[config.mk]
export PLATFORM = sky130hd
export DESIGN_NAME = inst_fetcher
export DESIGN_NICKNAME = d
export VERILOG_FILES = /design/src/rtl/inst_fetcher.sv
export SDC_FILE = /design/constraint.sdc
export NUM_CORES = 2
export LEC_CHECK = 0
export ABC_AREA = 1
export BUFFER_PORTS_ARGS = -buffer_cell sky130_fd_sc_hd__buf_2
export CORE_MARGIN = 3
export CORE_UTILIZATION = 34
export DETAILED_ROUTE_END_ITERATION = 16
export PLACE_DENSITY = 0.51
export SYNTH_ARGS = -nofsm -noshare
export SYNTH_HDL_FRONTEND = slang
export SYNTH_SLANG_ARGS = --single-unit
[constraint.sdc]
create_clock -name clk -period 2.7 [get_ports clk]
set_input_delay 0.405 -clock clk [delete_from_list [all_inputs] [get_ports clk]]
set_output_delay 0.405 -clock clk [all_outputs]
set_load 0.01 [all_outputs]
[src/rtl/inst_fetcher.sv]
// ---------------------------------------------------------------------------
// inst_fetcher
//
// Instruction fetch front-end. Holds the PC, issues one word fetch at a time
// to the memory controller, and pushes {inst, pc, predicted next pc} into a
// circular instruction queue that the decoder pops. A flush from commit
// redirects the PC and empties the queue.
//
// Optional feature: define FETCH_JAL_PREDICT_EN to predict JAL targets
// (next fetch = pc + J-immediate). Without it every prediction is pc+4.
//
// Ports:
//   clk           system clock
//   rst           asynchronous, active-low reset
//   rdy           global ready; when low all state is frozen
//   clr           flush/redirect from commit stage
//   clr_pc        redirect target, valid with clr
//   inst_in_flg   fetch request to memory controller (registered)
//   inst_addr     fetch address (registered)
//   mem_ret_flg   memory controller returned an instruction word
//   mem_ret_data  returned instruction word
//   iq_pop        decoder consumes head entry
//   iq_empty      queue empty
//   iq_full       queue full
//   iq_inst       head instruction
//   iq_pc         head PC
//   iq_pred_pc    head predicted next PC
// ---------------------------------------------------------------------------
module inst_fetcher #(
    parameter int          IQ_DEPTH_LOG = 4,
    parameter logic [31:0] RESET_PC     = 32'h0
) (
    input  logic        clk,
    input  logic        rst,
    input  logic        rdy,
    input  logic        clr,
    input  logic [31:0] clr_pc,
    output logic        inst_in_flg,
    output logic [31:0] inst_addr,
    input  logic        mem_ret_flg,
    input  logic [31:0] mem_ret_data,
    input  logic        iq_pop,
    output logic        iq_empty,
    output logic        iq_full,
    output logic [31:0] iq_inst,
    output logic [31:0] iq_pc,
    output logic [31:0] iq_pred_pc
);

    localparam int unsigned           DEPTH    = 1 << IQ_DEPTH_LOG;
    localparam logic [IQ_DEPTH_LOG:0] FULL_CNT = {1'b1, {IQ_DEPTH_LOG{1'b0}}};

    typedef enum logic [1:0] {
        S_IDLE,
        S_WAIT,
        S_GAP
    } state_t;

    state_t                  state, state_nxt;
    logic [31:0]             pc, pc_nxt;
    logic                    req_nxt;
    logic [31:0]             addr_nxt;
    logic                    push;
    logic                    pop_ok;
    logic [31:0]             npc;

    logic [IQ_DEPTH_LOG-1:0] head, tail;
    logic [IQ_DEPTH_LOG:0]   count;
    logic [31:0]             mem_inst [DEPTH];
    logic [31:0]             mem_pc   [DEPTH];
    logic [31:0]             mem_pred [DEPTH];

    // ------------------------------------------------------------------
    // Next-PC prediction
    // ------------------------------------------------------------------
    logic [31:0] seq_pc;
    assign seq_pc = pc + 32'd4;

`ifdef FETCH_JAL_PREDICT_EN
    logic        is_jal;
    logic [31:0] jal_off;
    assign is_jal  = (mem_ret_data[6:0] == 7'b1101111);
    assign jal_off = {{11{mem_ret_data[31]}}, mem_ret_data[31], mem_ret_data[19:12],
                      mem_ret_data[20], mem_ret_data[30:21], 1'b0};
    assign npc     = is_jal ? (pc + jal_off) : seq_pc;
`else
    assign npc     = seq_pc;
`endif

    // ------------------------------------------------------------------
    // Fetch FSM: next-state / next-output logic
    // ------------------------------------------------------------------
    always_comb begin
        state_nxt = state;
        pc_nxt    = pc;
        req_nxt   = inst_in_flg;
        addr_nxt  = inst_addr;
        push      = 1'b0;
        if (clr) begin
            // Flush wins over everything; GAP gives the controller a low cycle
            // before the first request at the new target.
            state_nxt = S_GAP;
            pc_nxt    = clr_pc;
            req_nxt   = 1'b0;
        end else begin
            case (state)
                S_IDLE: begin
                    // One request outstanding at most, issued only with a free
                    // slot, so the matching push can never overflow.
                    if (count < FULL_CNT) begin
                        req_nxt   = 1'b1;
                        addr_nxt  = pc;
                        state_nxt = S_WAIT;
                    end
                end
                S_WAIT: begin
                    if (mem_ret_flg) begin
                        push      = 1'b1;
                        pc_nxt    = npc;
                        req_nxt   = 1'b0;
                        state_nxt = S_GAP;
                    end
                end
                S_GAP:   state_nxt = S_IDLE;
                default: state_nxt = S_IDLE;
            endcase
        end
    end

    assign pop_ok = iq_pop && (count != '0) && !clr;

    // ------------------------------------------------------------------
    // Fetch FSM: state and request registers
    // ------------------------------------------------------------------
    always_ff @(posedge clk or negedge rst) begin
        if (!rst) begin
            state       <= S_IDLE;
            pc          <= RESET_PC;
            inst_in_flg <= 1'b0;
            inst_addr   <= RESET_PC;
        end else if (rdy) begin
            state       <= state_nxt;
            pc          <= pc_nxt;
            inst_in_flg <= req_nxt;
            inst_addr   <= addr_nxt;
        end
    end

    // ------------------------------------------------------------------
    // Instruction queue
    // ------------------------------------------------------------------
    always_ff @(posedge clk or negedge rst) begin
        if (!rst) begin
            head  <= '0;
            tail  <= '0;
            count <= '0;
            for (int unsigned i = 0; i < DEPTH; i++) begin
                mem_inst[i] <= '0;
                mem_pc[i]   <= '0;
                mem_pred[i] <= '0;
            end
        end else if (rdy) begin
            if (clr) begin
                head  <= '0;
                tail  <= '0;
                count <= '0;
            end else begin
                if (push) begin
                    mem_inst[tail] <= mem_ret_data;
                    mem_pc[tail]   <= pc;
                    mem_pred[tail] <= npc;
                    tail           <= tail + 1'b1;
                end
                if (pop_ok) begin
                    head <= head + 1'b1;
                end
                case ({push, pop_ok})
                    2'b10:   count <= count + 1'b1;
                    2'b01:   count <= count - 1'b1;
                    default: count <= count;
                endcase
            end
        end
    end

    assign iq_empty   = (count == '0);
    assign iq_full    = (count == FULL_CNT);
    assign iq_inst    = mem_inst[head];
    assign iq_pc      = mem_pc[head];
    assign iq_pred_pc = mem_pred[head];

endmodule

==> impl_metrics.tcl <==
set metrics [dict create \
    min_delay_worst_endpoint "mem_inst[64]" \
    clock-skew-final_ns 0.0330 \
    cts_htree_levels 4 \
    buffer_ports.inserted 200 \
    first_pass_drt_iterations 6 \
    grt_setup_unrepaired "yes" \
    fmaxAchievable_ghz 0.317 \
    wire_per_inst_um 22.7 \
    grt.total_usage_pct 23.4 \
    postSynthCellCount 8721 \
    die_height_um 464 \
    cp_cell_sequence "buf_12 -> buf_16 -> buf_12 -> buf_16 -> o21ai_0 -> o211ai_1 -> nand3_1 -> nand2_2 -> buf_2" \
    worst_setup_path_start_kind "flip-flop" \
    finalHoldViolCount 0 \
    crit_required_ns 2.30 \
    number_of_global_route_vias_before_repair 59600 \
    timing.final.crit_share_pct 117 \
    hold_depth 3 \
    rows 167 \
    min_period_ns 3.16 \
    crit_type "reg2out" \
    grt_overflow_total 0 \
    crit_buf_inv 5 \
    remaining_drc_errors 0 \
    critical_path.reg2reg.endpoint "count[4]" \
    post_layout_nonfiller_instances 11700 \
    worst_ep_arrival_time_ns 2.75 \
    report.final.slew_viol_count 0 \
    initial_utilization_pct 34.3 \
    holdWs_ns 0.0613 \
    critical-path-top-delay-family "buffers and inverters" \
    worst_skew_pair.late_latency_ns 0.83 \
    fp.coreArea_sq_um 208000 \
    synth_cell_types 30 \
    layout-area-overhead-vs-synth_pct 22.9 \
    avgViaCountPerCell 5.33 \
    clock-sinks 1584 \
    cts_root_buffer "clkbuf_16" \
    fp.dieW_um 464 \
    globalplace.congestion 0.847 \
    crit_path_max_fanout 25 \
    ios 201 \
    status "finished with violations" \
    dp_cells 11200 \
    net_count_after_synthesis 8801 \
    die_area_sq_um 215000 \
    routed_wirelength_mm 267 \
    drt_iter0_markers 6694 \
    cp_slowest_stage_delay_ns 0.52 \
    critPathSlowestCell "dfrtp_4" \
    crit-reg2reg-launch "state[1]" \
    design.final.nets 8889 \
    layout_commonest_cell "nand2_1" \
    p_leak_uw 0.0402 \
    maximum_number_of_pins_on_one_net_before_global_route_repair 129 \
    rr_worst_depth 16 \
    clockBufferDepth 3 \
    tritoncts.num_buffers 176 \
    global_route_wire_length_before_repair_mm 390 \
    r2r_slack_ns 0.26 \
    powerDensity_nw_per_um2 843 \
    netlist_area_sq_um 71400 \
    hold_path_class "in2reg" \
    maxCapViolations 0 \
    holdCritStartpoint "mem_ret_data[0]" \
    dp.final_hpwl_mm 141 \
    layout.cells.most_common_list "2,099 x nand2_1, 1,787 x o21ai_0, 1,580 x dfrtp_1, 901 x nor2_1, 315 x o211ai_1" \
    crit_path_depth 9 \
    critical_path.endpoint_type "output port" \
    report.final.setup_viol 96 \
    final_core_util_pct 42.2 \
    violated_checks "negative setup slack" \
    slew_headroom_pct 47.7 \
    tritoncts "built" \
    vdd_ir_drop_max_v 0.000848 \
    cts.reportedPaths.clkPinSlew_ns 0.06 \
    initial_antenna_violation_count 9 \
    drtAntennaViolNets 0 \
    setup_slack_ns -0.457 \
    avgSynthCellArea_sq_um 8.18 \
    final.setup.tns_ns -36.38 \
    seq_area_frac_synth_pct 55.5 \
    worst_pin_slew_ns 0.783 \
    yosys_warnings 0 \
    post_route_cells_drive_above_1_share_pct 13.2 \
    yosys_register_bits 1584 \
    route.vias.total 62600 \
]
-- power by group --
group | leakage (uW) | switching [uW] | internal, uW
Combinational | 0.0162 | 14500 | 9170
Sequential | 0.0211 | 708 | 24900
Clock | 0.00290 | 10300 | 14300
-- metal layers --
layer | routed length [um] | up-vias | track usage [%] | share of wire, %
li1 | - | 29100 | - | -
met1 | 123000 | 31000 | 33.6 | 46
met2 | 120000 | 2178 | 37.2 | 45
met3 | 17700 | 361 | 3.27 | 6.6
met4 | 5870 | 0 | 5.79 | 2.2
met5 | 0 | - | 0 | 0
-- stage by stage --
step                total power, uW  worst slack (ns)  area, sq um
finish                        73900            -0.457        87700
global route                  77200            -0.586        87700
CTS                           70900            -0.556        84700
detailed placement            43700             0.215        76700
global placement              43600             0.174        76700
floorplan                     35900             0.442        71400
-- kinds of logic after synthesis --
logic type      count (synthesis)  share of synthesized area, %
flops                        1584                          55.5
compound gates               2600                          19.5
xor+xnor                        9                         0.110
simple gates                 3496                          19.1
fa+ha+maj                      10                         0.186
buf+inv                      1022                          5.57
-- Yosys cell counts --
cell type  instances  area share, %
nor3_1             1         0.0070
nor2_1           973            5.1
nand2_4            1          0.016
nor2_2            12           0.11
xnor2_1            1          0.012
buf_2            106           0.74
nand2_1         2178             11
o221ai_1          19           0.23
ha_1               9           0.16
inv_2             20           0.11
nand4_1            4          0.035
a21oi_1          144            1.0
buf_4              2          0.021
o21ai_1          120           0.84
clkbuf_1         569            3.0
xor2_1             8          0.098
o21ai_0         1985             14
fa_1               1          0.028
buf_1             71           0.37
clkinv_1           1         0.0053
nand3_1          318            2.2
o211ai_1         315            3.3
a31oi_1            1         0.0088
o21a_1            16           0.17
nand2_2            4          0.035
nor2_4             3          0.047
inv_1            253            1.3
dfrtp_1         1584             56
nand3b_1           1          0.011
nor2_8             1          0.028
-- final cells by class --
class                           instances  area, sq um
Fill cell                           20600       120000
Antenna cell                            1         2.50
Tap cell                             2788         3490
Clock inverter                         47          538
Sequential cell                      1584        39700
Inverter                              274         1190
Multi-Input combinational cell       6115        28800
Clock buffer                          273         5350
Timing Repair inverter                  4         63.8
Timing Repair Buffer                  654         8600
-- timing repair --
item | in CTS | in global routing
buffers inserted | 26 | 26
pin swaps | 39 | 164
endpoints found under the hold margin | 770 | 0
gates resized for setup | 196 | 493
hold buffers | 33 | 0
gates cloned | 26 | 66
setup endpoints to repair | 96 | 96
-- worst max-delay path by stage --
| stage | to | slack (ns) | startpoint |
|---|---|---|---|
| final | iq_inst[28] | -0.46 | head[0] |
| after global routing | iq_inst[3] | -0.59 | head[0] |
| after CTS | iq_inst[9] | -0.56 | head[0] |
| after detailed placement | iq_pc[31] | 0.21 | head[0] |
| after global placement | count[4] | 0.17 | mem_ret_flg |
| after floorplan | iq_pred_pc[1] | 0.44 | head[0] |
-- sequential cells by signal, indices dropped and copies added (netlist names) --
name and flops:
mem_pc 512, inst_in_flg 1, tail 4, count 5
inst_addr 32, pc 32, mem_pred 480, mem_inst 512
state 2, head 4
-- tightest hold or removal path, cell delays in order --
cell     delay, ns
buf_2         0.07
inv_1         0.18
o21ai_1       0.19
Power figures use the tool's default switching activity.
